<file path="config.mk">
export PLATFORM = sky130hd
export DESIGN_NAME = truth_table_scanner_flat
export DESIGN_NICKNAME = d
export VERILOG_FILES = /design/src/rtl/truth_table_scanner_pkg.sv /design/src/rtl/truth_table_scanner_if.sv /design/src/rtl/truth_table_scanner_tt_settle_timer.sv /design/src/rtl/truth_table_scanner.sv /design/src/flat_wrapper.sv
export SDC_FILE = /design/constraint.sdc
export NUM_CORES = 1
export LEC_CHECK = 0
export ABC_AREA = 0
export CORE_ASPECT_RATIO = 1.25
export CORE_UTILIZATION = 33
export CTS_CLUSTER_DIAMETER = 100
export DETAILED_ROUTE_END_ITERATION = 6
export GPL_TIMING_DRIVEN = 0
export PLACE_DENSITY_LB_ADDON = 0.08
export SLEW_MARGIN = 40
export SYNTH_ARGS = -nofsm -noshare
export SYNTH_HDL_FRONTEND = slang
export SYNTH_SLANG_ARGS = --single-unit
</file>
<file path="constraint.sdc">
create_clock -name clk -period 3.6 [get_ports clk]
set_input_delay 0.72 -clock clk [delete_from_list [all_inputs] [get_ports clk]]
set_output_delay 0.72 -clock clk [all_outputs]
set_load 0.01 [all_outputs]
</file>
<file path="src/rtl/truth_table_scanner_pkg.sv">
// Shared types and width helpers for the truth-table scanner.
package truth_table_scanner_pkg;

  typedef enum logic [1:0] {
    IDLE,
    HOLD,
    SAMPLE,
    FINISH
  } state_t;

  // Truth-table width for an n-input function.
  function automatic int unsigned tbl_w(input int unsigned n_in);
    return 32'd1 << n_in;
  endfunction

  // Mismatch counter width; one extra bit so a fully wrong table (2**n) fits.
  function automatic int unsigned cnt_w(input int unsigned n_in);
    return n_in + 32'd1;
  endfunction

endpackage

</file>
<file path="src/rtl/truth_table_scanner_if.sv">
// Bundle between the scanner, its controller and the function under test.
interface truth_table_scanner_if
  import truth_table_scanner_pkg::*;
#(
  parameter int unsigned N_IN = 4
);
  localparam int unsigned TBL_W = tbl_w(N_IN);
  localparam int unsigned CNT_W = cnt_w(N_IN);

  logic               start;
  logic [TBL_W-1:0]   expected;
  logic [N_IN-1:0]    stim;
  logic               dut_out;
  logic               busy;
  logic               done;
  logic [TBL_W-1:0]   table_out;
  logic [CNT_W-1:0]   mismatch_cnt;
  logic [N_IN-1:0]    first_fail;
  logic               pass;

  // Controller / function-under-test side.
  modport master (
    output start, expected, dut_out,
    input  stim, busy, done, table_out, mismatch_cnt, first_fail, pass
  );

  // Scanner side.
  modport slave (
    input  start, expected, dut_out,
    output stim, busy, done, table_out, mismatch_cnt, first_fail, pass
  );
endinterface

</file>
<file path="src/rtl/truth_table_scanner_tt_settle_timer.sv">
// Per-vector hold counter: cleared by load, counts while enabled, and flags
// the cycle on which the hold window has elapsed.
module tt_settle_timer #(
  parameter int unsigned SETTLE = 2
) (
  input  logic clk,
  input  logic rst_n,
  input  logic load,
  input  logic en,
  output logic term
);
  // With SETTLE==0 the scanner never enters HOLD, so the terminal value is moot.
  localparam logic [3:0] LAST = (SETTLE == 0) ? 4'd0 : 4'(SETTLE - 1);

  logic [3:0] cnt_q;

  // Counter register: load wins over count.
  always_ff @(posedge clk or negedge rst_n) begin
    if (!rst_n) begin
      cnt_q <= 4'd0;
    end else if (load) begin
      cnt_q <= 4'd0;
    end else if (en) begin
      cnt_q <= cnt_q + 4'd1;
    end
  end

  assign term = (cnt_q == LAST);
endmodule

</file>
<file path="src/rtl/truth_table_scanner.sv">
// Exhaustive sweep of an N_IN-input function: drives every vector, holds it
// SETTLE+1 cycles, samples the output, and compares against an expected table.
module truth_table_scanner
  import truth_table_scanner_pkg::*;
#(
  parameter int unsigned N_IN   = 4,
  parameter int unsigned SETTLE = 2
) (
  input  logic                  clk,
  input  logic                  rst_n,
  truth_table_scanner_if.slave  bus
);
  localparam int unsigned TBL_W = tbl_w(N_IN);
  localparam int unsigned CNT_W = cnt_w(N_IN);
  localparam logic [N_IN-1:0] LAST_STIM = {N_IN{1'b1}};
  // Vector that follows a sample; skip HOLD entirely when there is no settle.
  localparam state_t AFTER_LOAD = (SETTLE == 0) ? SAMPLE : HOLD;

  state_t             state_q, state_d;
  logic [TBL_W-1:0]   exp_q, exp_d;
  logic [N_IN-1:0]    stim_q, stim_d;
  logic [TBL_W-1:0]   table_q, table_d;
  logic [CNT_W-1:0]   mm_q, mm_d;
  logic [N_IN-1:0]    ff_q, ff_d;
  logic               busy_q, busy_d;
  logic               done_q, done_d;
  logic               pass_q, pass_d;
  logic               tmr_load, tmr_en, tmr_term;

  tt_settle_timer #(
    .SETTLE (SETTLE)
  ) u_timer (
    .clk   (clk),
    .rst_n (rst_n),
    .load  (tmr_load),
    .en    (tmr_en),
    .term  (tmr_term)
  );

  // State and result registers.
  always_ff @(posedge clk or negedge rst_n) begin
    if (!rst_n) begin
      state_q <= IDLE;
      exp_q   <= '0;
      stim_q  <= '0;
      table_q <= '0;
      mm_q    <= '0;
      ff_q    <= '0;
      busy_q  <= 1'b0;
      done_q  <= 1'b0;
      pass_q  <= 1'b0;
    end else begin
      state_q <= state_d;
      exp_q   <= exp_d;
      stim_q  <= stim_d;
      table_q <= table_d;
      mm_q    <= mm_d;
      ff_q    <= ff_d;
      busy_q  <= busy_d;
      done_q  <= done_d;
      pass_q  <= pass_d;
    end
  end

  // Next-state, table capture and compare.
  always_comb begin
    state_d  = state_q;
    exp_d    = exp_q;
    stim_d   = stim_q;
    table_d  = table_q;
    mm_d     = mm_q;
    ff_d     = ff_q;
    busy_d   = busy_q;
    done_d   = 1'b0;
    pass_d   = pass_q;
    tmr_load = 1'b0;
    tmr_en   = 1'b0;

    unique case (state_q)
      IDLE: begin
        if (bus.start) begin
          exp_d    = bus.expected;
          stim_d   = '0;
          table_d  = '0;
          mm_d     = '0;
          ff_d     = '0;
          pass_d   = 1'b0;
          busy_d   = 1'b1;
          tmr_load = 1'b1;
          state_d  = AFTER_LOAD;
        end
      end
      HOLD: begin
        if (tmr_term) begin
          state_d = SAMPLE;
        end else begin
          tmr_en = 1'b1;
        end
      end
      SAMPLE: begin
        table_d[stim_q] = bus.dut_out;
        if (bus.dut_out != exp_q[stim_q]) begin
          mm_d = mm_q + CNT_W'(1);
          // Count still zero means this is the first miss of the scan.
          if (mm_q == '0) begin
            ff_d = stim_q;
          end
        end
        if (stim_q == LAST_STIM) begin
          state_d = FINISH;
        end else begin
          stim_d   = stim_q + N_IN'(1);
          tmr_load = 1'b1;
          state_d  = AFTER_LOAD;
        end
      end
      FINISH: begin
        done_d  = 1'b1;
        busy_d  = 1'b0;
        pass_d  = (mm_q == '0);
        state_d = IDLE;
      end
      default: state_d = IDLE;
    endcase
  end

  assign bus.stim         = stim_q;
  assign bus.busy         = busy_q;
  assign bus.done         = done_q;
  assign bus.table_out    = table_q;
  assign bus.mismatch_cnt = mm_q;
  assign bus.first_fail   = ff_q;
  assign bus.pass         = pass_q;
endmodule
</file>
<file path="src/flat_wrapper.sv">
// flat-port wrapper written by rule: the top's interface ports become plain ports
module truth_table_scanner_flat import truth_table_scanner_pkg::*;
#(
  parameter int unsigned N_IN   = 4,
  parameter int unsigned SETTLE = 2
)
  (clk, rst_n, bus_start, bus_expected, bus_dut_out, bus_stim, bus_busy, bus_done, bus_table_out, bus_mismatch_cnt, bus_first_fail, bus_pass);
  truth_table_scanner_if #(.N_IN(N_IN)) bus_i ();
  input  logic clk;
  input  logic rst_n;
  input wire logic [$bits(bus_i.start)-1:0] bus_start;
  input wire logic [$bits(bus_i.expected)-1:0] bus_expected;
  input wire logic [$bits(bus_i.dut_out)-1:0] bus_dut_out;
  output wire logic [$bits(bus_i.stim)-1:0] bus_stim;
  output wire logic [$bits(bus_i.busy)-1:0] bus_busy;
  output wire logic [$bits(bus_i.done)-1:0] bus_done;
  output wire logic [$bits(bus_i.table_out)-1:0] bus_table_out;
  output wire logic [$bits(bus_i.mismatch_cnt)-1:0] bus_mismatch_cnt;
  output wire logic [$bits(bus_i.first_fail)-1:0] bus_first_fail;
  output wire logic [$bits(bus_i.pass)-1:0] bus_pass;
  assign bus_i.start = bus_start;
  assign bus_i.expected = bus_expected;
  assign bus_i.dut_out = bus_dut_out;
  assign bus_stim = bus_i.stim;
  assign bus_busy = bus_i.busy;
  assign bus_done = bus_i.done;
  assign bus_table_out = bus_i.table_out;
  assign bus_mismatch_cnt = bus_i.mismatch_cnt;
  assign bus_first_fail = bus_i.first_fail;
  assign bus_pass = bus_i.pass;
  truth_table_scanner #(.N_IN(N_IN), .SETTLE(SETTLE)) u_core (.clk(clk), .rst_n(rst_n), .bus(bus_i));
endmodule
</file>
Word-level counts from Yosys, hierarchy flattened
Cells that the tools add are included. Widths: inputs -> output; s select.

Bits in registers: 54. Bits in latches: 0. RAM bits: 0. Memory bits (read-only): 0. Input port bits: 20. Output and inout port bits: 32. Word-level logic and storage cells: 71. Memories: 0.

Add/subtract/negate cells: 3. Multipliers: 0. Div/mod/pow operators: 0. $lt $le $gt $ge: 2. Eq/ne operators: 11. Shifts and indexed selects: 0. Mux-type cells: 32. Bitwise operators: 0. Reduce and logical (&&, ||, !) cells: 13.

Operators with widths (count): $pmux 16 s2 (1); $mux 4 (6); $bwmux 16 (1); $mux 16 (1); $pmux 4 s2 (2); $mux 5 (2); $pmux 5 s2 (1); $mux 1 (9); $add 4x1->4 const B (2); $pmux 2 s4 (1); $reduce_and 2->1 (4); $mux 2 (3); $ne 2x1->1 const B (3); $pmux 1 s2 (3); $reduce_and 3->1 (2); $reduce_bool 2->1 (3); $add 5x1->5 const B (1); $logic_not 5->1 (1); $lt 4x5->1 const B (1); $bmux 1 s4 (1); $demux 1 s4 (1); $eq 2x2->1 const B (2); $eq 4x1->1 const B (1); $eq 4x4->1 const B (1); 7 further kinds (8).

Logic depth before layout (Yosys ltp)
Gate-level depths: netlist of the first run.

Word-level depth: 6. Depth in mapped cells: 7.

By module
A second synthesis of the first run with hierarchy kept.

Cells, all modules: 268. Area, all modules: 2662.6 um^2.

Modules (own cells, without submodules): truth_table_scanner (instances 1, cells each 248, area each 2441.1 um^2); tt_settle_timer (instances 1, cells each 20, area each 221.5 um^2).

Worst setup path before layout of the first run
OpenSTA, ideal clock, no wires.

Kind: reg-to-reg. From: register u_core.stim_q[0] (netlist: u_core.bus.stim[0]). To: register u_core.mm_q[0] (netlist: u_core.bus.mismatch_cnt[0]). Library setup time: 0.125 ns. Data arrival time: 1.989 ns. Path slack: 1.486 ns. Stages on the path, launching flop included: 7. Buffers on the path: 1. Period minus slack after synthesis: 2.114 ns. Cells stage by stage: dfrtp_1 -> buf_6 -> mux2i_1 -> mux4_2 -> mux2_4 -> or2_0 -> mux2_2.

Cells in the longest elaborated chain, start to end: 5.

RTL lines: from (decl) (line truth_table_scanner.sv:21) `logic [N_IN-1:0] stim_q, stim_d;`; from (signal assigned) (line truth_table_scanner.sv:55) `stim_q <= stim_d;`; $bmux 1 s4 (line truth_table_scanner.sv:102) `if (bus.dut_out != exp_q[stim_q]) begin`; $mux 1 (implied by the code) (line truth_table_scanner.sv:102); $ne 1x1->1 (line truth_table_scanner.sv:102); $ne 2x1->1 (no line); $reduce_and 3->1 (no line); to (signal assigned) (line truth_table_scanner.sv:57) `mm_q <= mm_d;`; to (decl) (line truth_table_scanner.sv:23) `logic [CNT_W-1:0] mm_q, mm_d;`.

No other way between the ends. The select of a mux whose other input is x is not followed. A chain may end at the register's enable or synchronous reset.

Worst setup path after layout of the first run
Ends and elaborated chain as after synthesis.

==> key figures, run 1 <==
Finish
  • Finished Layout Cells: between 400 and 500
  • Layout net count: about 350
  • # diodes: 0
  • Fin area: 3330 µm²
  • Proportion of layout cells with a drive suffix above 1: 5.88%
  • Layout fillers: ~760
  • Area Overhead vs Synth: 27.6%

Logic synthesis
  • Top cell type by total area after synthesis: dfrtp_1
  • YS warnings: 0
  • Post-Synth XOR/XNOR Area: 1.01%
  • EDFF count, synth: 0
  • Compound-Gate Fraction of Synth Area: 11.0%
  • Largest family of logic cells by synthesized area: simple AND/OR/NAND/NOR gates
  • FFs w/ async S/R, synth: 100%
  • Synth Cell Area: 2610 µm²
  • Avg Cell Area, Syn: between 9 and 10 µm²
  • Seq/Total Area, Yosys: between 50% and 60%
  • Share of the synthesized area in the top cell type: roughly 52%
  • Post-Synth Adder-Cell Area: under 10%
  • Synth Area in Simple Gates: around a fifth
  • Ys flop type: dfrtp_1
  • Post-synth top cells: 81 x nand2_1, 54 x dfrtp_1, 15 x mux2i_1, 11 x nor2_1, 11 x o211ai_1
  • Number of synthesized register bits: 54
  • Count leader, synth: nand2_1
  • Yosys cell types: 39
  • Synth area leaders: dfrtp_1 52%, nand2_1 12%, mux2i_1 5.7%, ha_1 3.8%, o211ai_1 3.2%
  • Syn Inst Count: about 260
  • Syn nets: around 290
  • Post-synthesis mux area share: under 10%

Run status
  • Status: complete, no violations

Die
  • Core region area: ~7500 µm²
  • Initial Util: a little over a third
  • Chip height: about 100 µm
  • Site Rows: 35
  • Die width: 81.6 µm
  • Die ar.: ~8300 µm²
  • Ports: 52

Clock network
  • CTS buffer count: 5
  • # clock sinks: 54
  • Reg clk slew, reported paths: 0.09 ns
  • CTS resizes: 0
  • Post-CTS Setup Bufs: 0
  • Clock Latency Late Sink: ~0.31 ns
  • TritonCTS clock tree: done
  • Root Buffer: clkbuf_8
  • Clock tree buffer depth: 2
  • Hold-fix buffers, CTS: 0
  • CTS H-Tree Depth: 2

Placed design
  • Port bufs: slightly above 50
  • Inst Count DP: just over 400
  • Placed Area: roughly 3300 µm²
  • Routability cong.: between 0.7 and 0.8
  • DP HPWL: 4320 µm

STA
  • Rel. slew slack: 67.2%
  • Hold Vio Cnt, Final: 0
  • RSZ-0062 raised after global routing: false
  • Crit path time final: about 2.2 ns
  • Worst Tran Pin Value: roughly 0.5 ns
  • Fin crit share: a little over three fifths
  • Setup TNS: 0 ns
  • Max Clock Freq: between 400 and 500 MHz
  • Layout Skew: approximately 0.0064 ns
  • Slew Viols, Final: 0
  • # setup viols final: 0

Critical path
  • Critical Path Start Type: flop
  • CP Capture Type: flop
  • Crit Path Max Fanout: 10
  • CP Data Arrival Time: 2.45 ns
  • Worst R2R Setup Slack: approximately 1.4 ns
  • Critical path data required time: around 3.8 ns
  • Worst Setup Path Type: flop to flop
  • R2R Path Start: u_core.bus.stim[0]
  • CP Launch Point: u_core.bus.stim[0]

Global route
  • Gr usage total: between 10% and 20%
  • Largest net degree at the start of global routing: 35
  • Total grt overflow: 0
  • Initial antenna violation count: 0
  • Number of global-route vias before repair: about 2000
  • First-pass GRT wire length: slightly below 10000 µm

Route
  • WL final: 5790 µm
  • Routed vias: 2039
  • Post-route antenna net violation count: 0
  • Residual DRC: 0
  • DR vias/cell: approximately 4.9
  • Initial DRT Pass Iterations: 4
  • Wirelength per Cell: between 10 and 15 µm
  • Number of DRC markers in iteration 0: 96

Power
  • Max VDD drop: around 0.23 mV
  • P_leak: 1.49 nW
  • Power per cell area: between 500 and 600 nW/µm²

Worst hold path
  • Worst min path class: primary input to asynchronous set/reset pin

Run
  • Max-cap viol count: 0
## path summary, 6_finish.rpt
path                                         endpoint  depth (start not counted)
max reg2reg                u_core.bus.mismatch_cnt[0]                          6
min                           u_core.bus.table_out[8]                          1
min reg2reg                          u_core.exp_q[15]                          2
max in group asynchronous     u_core.u_timer.cnt_q[3]                          2
max                        u_core.bus.mismatch_cnt[0]                          6
min in group clk                     u_core.exp_q[15]                          2
## worst max-delay path, stage by stage (launching register included)
cell	delay [ns]
dfrtp_1	0.50
buf_6	0.21
mux2i_1	0.08
mux4_2	0.50
mux2_4	0.35
or2_0	0.22
mux2_2	0.27
## registers in the layout, summed over array words and instances (netlist names)
name,flops
u_core.bus.table_out,16
u_core.exp_q,16
u_core.bus.mismatch_cnt,5
u_core.bus.first_fail,4
u_core.bus.stim,4
u_core.u_timer.cnt_q,4
u_core.state_q,2
u_core.bus.busy,1
u_core.bus.done,1
u_core.bus.pass,1
## where the power goes
group          switching (W)  internal, W
sequential          0.000110     0.000752
clock               0.000195     0.000131
combinational       0.000358     0.000306
total               0.000663      0.00119
## stage by stage
step,total power (W),util [%],setup WS (ns),hold slack (ns)
final,0.00185,44.3,1.35,0.286
after global routing,0.00201,44.3,1.20,0.298
after CTS,0.00188,44.3,1.32,0.292
after detailed placement,0.00155,43.2,1.09,0.463
after global placement,0.00154,43.0,0.000544,0.459
after floorplan,0.00132,-,1.49,0.424
## layout make-up
| class | instances | area (µm²) | share of cell area, % |
|---|---|---|---|
| Clock buffer | 5 | 68.8 | 2.06 |
| Sequential cell | 54 | 1350 | 40.5 |
| Timing Repair Buffer | 52 | 528 | 15.8 |
| Tap cell | 92 | 115 | 3.45 |
| Inverter | 8 | 30.0 | 0.901 |
| Clock inverter | 2 | 10.0 | 0.300 |
| Buffer | 14 | 77.6 | 2.33 |
| Multi-Input combinational cell | 188 | 1150 | 34.6 |
## layer usage
layer  vias up  global-route usage, %  part of all wire (%)
met5         -                      0                     0
met4         0                   4.45                   1.2
met3         6                   2.70                   3.3
met2        47                   26.6                    49
met1       962                   20.7                    46
li1       1024                      -                     -
## kinds of logic after synthesis
| logic type | after synthesis |
|---|---|
| AND/OR/NAND/NOR | 118 |
| flip-flops | 54 |
| AO/OA/AOI/OAI | 39 |
| buffers and inverters | 22 |
| multiplexers | 20 |
| adder cells (fa/ha/maj) | 8 |
| XOR/XNOR | 3 |
## placed cells by master, fill, tap and decap left out, types with 3 or more instances in the layout
cell,n
ha_1,8
nand2_1,81
clkbuf_1,9
nor3_1,3
mux2i_1,15
clkbuf_8,6
clkdlybuf4s50_1,50
o311ai_0,4
nand3_1,3
o21ai_0,4
o211ai_1,11
nand4_1,9
nor2_1,11
nand2b_1,4
o31ai_1,9
dfrtp_1,54
inv_1,7
No activity file was read; power rests on OpenSTA's default activity.
==> inputs of run 2 (changes only) <==
==> constraint.sdc (replaced) <==
create_clock -name clk -period 2.3 [get_ports clk]
set_input_delay 0.46 -clock clk [delete_from_list [all_inputs] [get_ports clk]]
set_output_delay 0.46 -clock clk [all_outputs]
set_load 0.01 [all_outputs]
==> run 2 against run 1 <==
Compared with the run above: clock skew is 0.0018 ns higher; non-clock buffer count up 4; via count increased by 0.88%; combinational power increased by 66%; global-route usage stayed put; design area is 1.2% higher; wire length grew 0.33%; register-to-register slack worse by 1.2 ns; clock-buffer cell count stayed put; clock power grew 56%; critical endpoint unchanged; largest power group unchanged.
==> key figures, run 2 (same netlist as run 1, synthesis figures left out) <==
Die
  • Initial Util: 34.7% (unchanged)
  • Die ar.: 8280 µm² (unchanged)
  • Site Rows: 35 (unchanged)
  • Ports: 52 (unchanged)
  • Die width: 81.6 µm (unchanged)
  • Core region area: 7530 µm² (unchanged)
  • Chip height: 101 µm (unchanged)

Clock network
  • Root Buffer: clkbuf_8 (unchanged)
  • Clock tree buffer depth: 2 (unchanged)
  • # clock sinks: 54 (unchanged)
  • Clock Latency Late Sink: 0.31 ns (about the same)
  • CTS buffer count: 5 (unchanged)
  • TritonCTS clock tree: done (unchanged)
  • CTS H-Tree Depth: 2 (unchanged)
  • Reg clk slew, reported paths: 0.09 ns (about the same)

Critical path
  • Crit path buffers/inverters: 1 (unchanged)
  • Critical Path Start Type: flop (unchanged)
  • CP Data Arrival Time: 2.37 ns (was 2.45 ns)
  • Worst R2R Setup Slack: 0.12 ns (was 1.35 ns)
  • Critical path, cell by cell: buf_6 > mux2i_1 > mux4_2 > mux2_4 > or2_0 > mux2_2 (unchanged)
  • CP Capture Type: flop (unchanged)
  • FF-to-FF End: u_core.bus.mismatch_cnt[0] (unchanged)
  • Critical path data required time: 2.49 ns (was 3.80 ns)
  • Worst Setup Path Type: flop to flop (unchanged)
  • Max incr delay on CP: 0.50 ns (about the same)
  • R2R depth: 6 (unchanged)
  • Crit Path Max Fanout: 10 (unchanged)
  • Slowest cell on crit path: mux4_2 (was dfrtp_1)
  • CP top delay family: multiplexers (unchanged)
  • R2R Path Start: u_core.bus.stim[0] (unchanged)

STA
  • Crit path time final: 2.18 ns (was 2.25 ns)
  • Final hold slack: 0.0266 ns (was 0.286 ns)
  • Fin crit share: 94.7% (was 62.5%)
  • Rel. slew slack: 67.3% (was 67.2%)
  • RSZ-0062 raised after global routing: false (unchanged)
  • Worst Tran Pin Value: 0.491 ns (was 0.492 ns)
  • Max Clock Freq: 459 MHz (was 444 MHz)
  • Slew Viols, Final: 0 (unchanged)
  • # setup viols final: 0 (unchanged)
  • Layout Skew: 0.00819 ns (was 0.00639 ns)
  • Hold Vio Cnt, Final: 0 (unchanged)

Route
  • WL final: 5810 µm (was 5790 µm)
  • Wirelength per Cell: 13.9 µm (was 14.0 µm)
  • Post-route antenna net violation count: 0 (unchanged)
  • Number of DRC markers in iteration 0: 86 (was 96)
  • Routed vias: 2057 (was 2039)
  • Initial DRT Pass Iterations: 4 (unchanged)
  • DR vias/cell: 4.91 (about the same)
  • Residual DRC: 0 (unchanged)

Placed design
  • Routability cong.: 0.783 (unchanged)
  • Inst Count DP: 408 (unchanged)
  • Port bufs: 51 (unchanged)
  • DP HPWL: 4320 µm (unchanged)

Power
  • Max VDD drop: 0.366 mV (was 0.229 mV)
  • P_leak: 1.51 nW (was 1.49 nW)
  • Overall power: 0.00295 W (was 0.00185 W)
  • Power per cell area: 875 nW/µm² (was 556 nW/µm²)

Run
  • Max-cap viol count: 0 (unchanged)

Finish
  • # diodes: 0 (unchanged)
  • Area Overhead vs Synth: 29.2% (was 27.6%)
  • Layout net count: 355 (was 351)
  • Finished Layout Cells: 419 (was 415)
  • Most common cell after layout, fill and taps aside: nand2_1 (unchanged)
  • Fin util: 44.8% (was 44.3%)
  • Layout fillers: 756 (was 762)
  • Proportion of layout cells with a drive suffix above 1: 7.34% (was 5.88%)
  • Most frequent cells in the layout: 81 x nand2_1, 53 x dfrtp_1, 50 x clkdlybuf4s50_1 (was 81 x nand2_1, 54 x dfrtp_1, 50 x clkdlybuf4s50_1)

Global route
  • Number of global-route vias before repair: 1955 (unchanged)
  • First-pass GRT wire length: 9910 µm (unchanged)
  • Largest net degree at the start of global routing: 35 (unchanged)
  • Gr usage total: 15.8% (unchanged)
  • Total grt overflow: 0 (unchanged)
  • Initial antenna violation count: 0 (unchanged)

Run status
  • Status: complete, no violations (unchanged)

Worst hold path
  • Worst min path class: primary input to asynchronous set/reset pin (unchanged)
[run 2: cell type report]
| class | count | area [µm²] | area share (%) |
|---|---|---|---|
| buffer | 14 | 77.6 | 2.30 |
| clock buffer | 5 | 68.8 | 2.04 |
| clock inverter | 2 | 10.0 | 0.297 |
| inverter | 8 | 30.0 | 0.890 |
| multi-input combinational | 188 | 1160 | 34.4 |
| sequential | 54 | 1350 | 40.1 |
| tap | 92 | 115 | 3.41 |
| timing repair buffer | 56 | 558 | 16.5 |
[run 2: report_power, final]
group | switching [W] | internal [W] | leakage (nW)
Combinational | 0.000579 | 0.000518 | 0.756
Clock | 0.000304 | 0.000205 | 0.0438
Sequential | 0.000166 | 0.00118 | 0.715
Total | 0.00105 | 0.00190 | 1.51
[run 2: metal layers]
metal | vias up | wire length (µm) | GRT usage, %
met3 | 6 | 172 | 2.70
li1 | 1035 | - | -
met4 | 0 | 71 | 4.45
met2 | 40 | 2860 | 26.6
met1 | 976 | 2710 | 20.7
met5 | - | 0 | 0
[run 2: worst max-delay path by stage]
stage	from	to	slack [ns]	cells after the start
floorplan	u_core.bus.stim[0]	u_core.bus.mismatch_cnt[0]	0.19	6
global placement	rst_n	u_core.bus.busy	-1.04	1
detailed placement	bus_dut_out	u_core.bus.mismatch_cnt[0]	0.05	6
CTS	u_core.bus.stim[0]	u_core.bus.first_fail[2]	0.02	7
global route	u_core.bus.stim[0]	u_core.bus.mismatch_cnt[0]	0.03	6
finish	u_core.bus.stim[0]	u_core.bus.mismatch_cnt[0]	0.12	6
[run 2: per-stage QoR]
step	cell area, µm²	TNS [ns]	worst slack [ns]
4_1_cts	3330	0	0.0170
2_1_floorplan	2610	0	0.186
5_1_grt	3370	0	0.0293
3_3_place_gp	3240	-55.94	-1.04
3_5_place_dp	3260	0	0.0456
6_report	3370	0	0.122
[run 2: what timing repair did]
item	in CTS	in global routing
endpoints found under the setup margin	0	7
gates resized for setup	0	2
buffers inserted	0	4
hold buffers	0	0
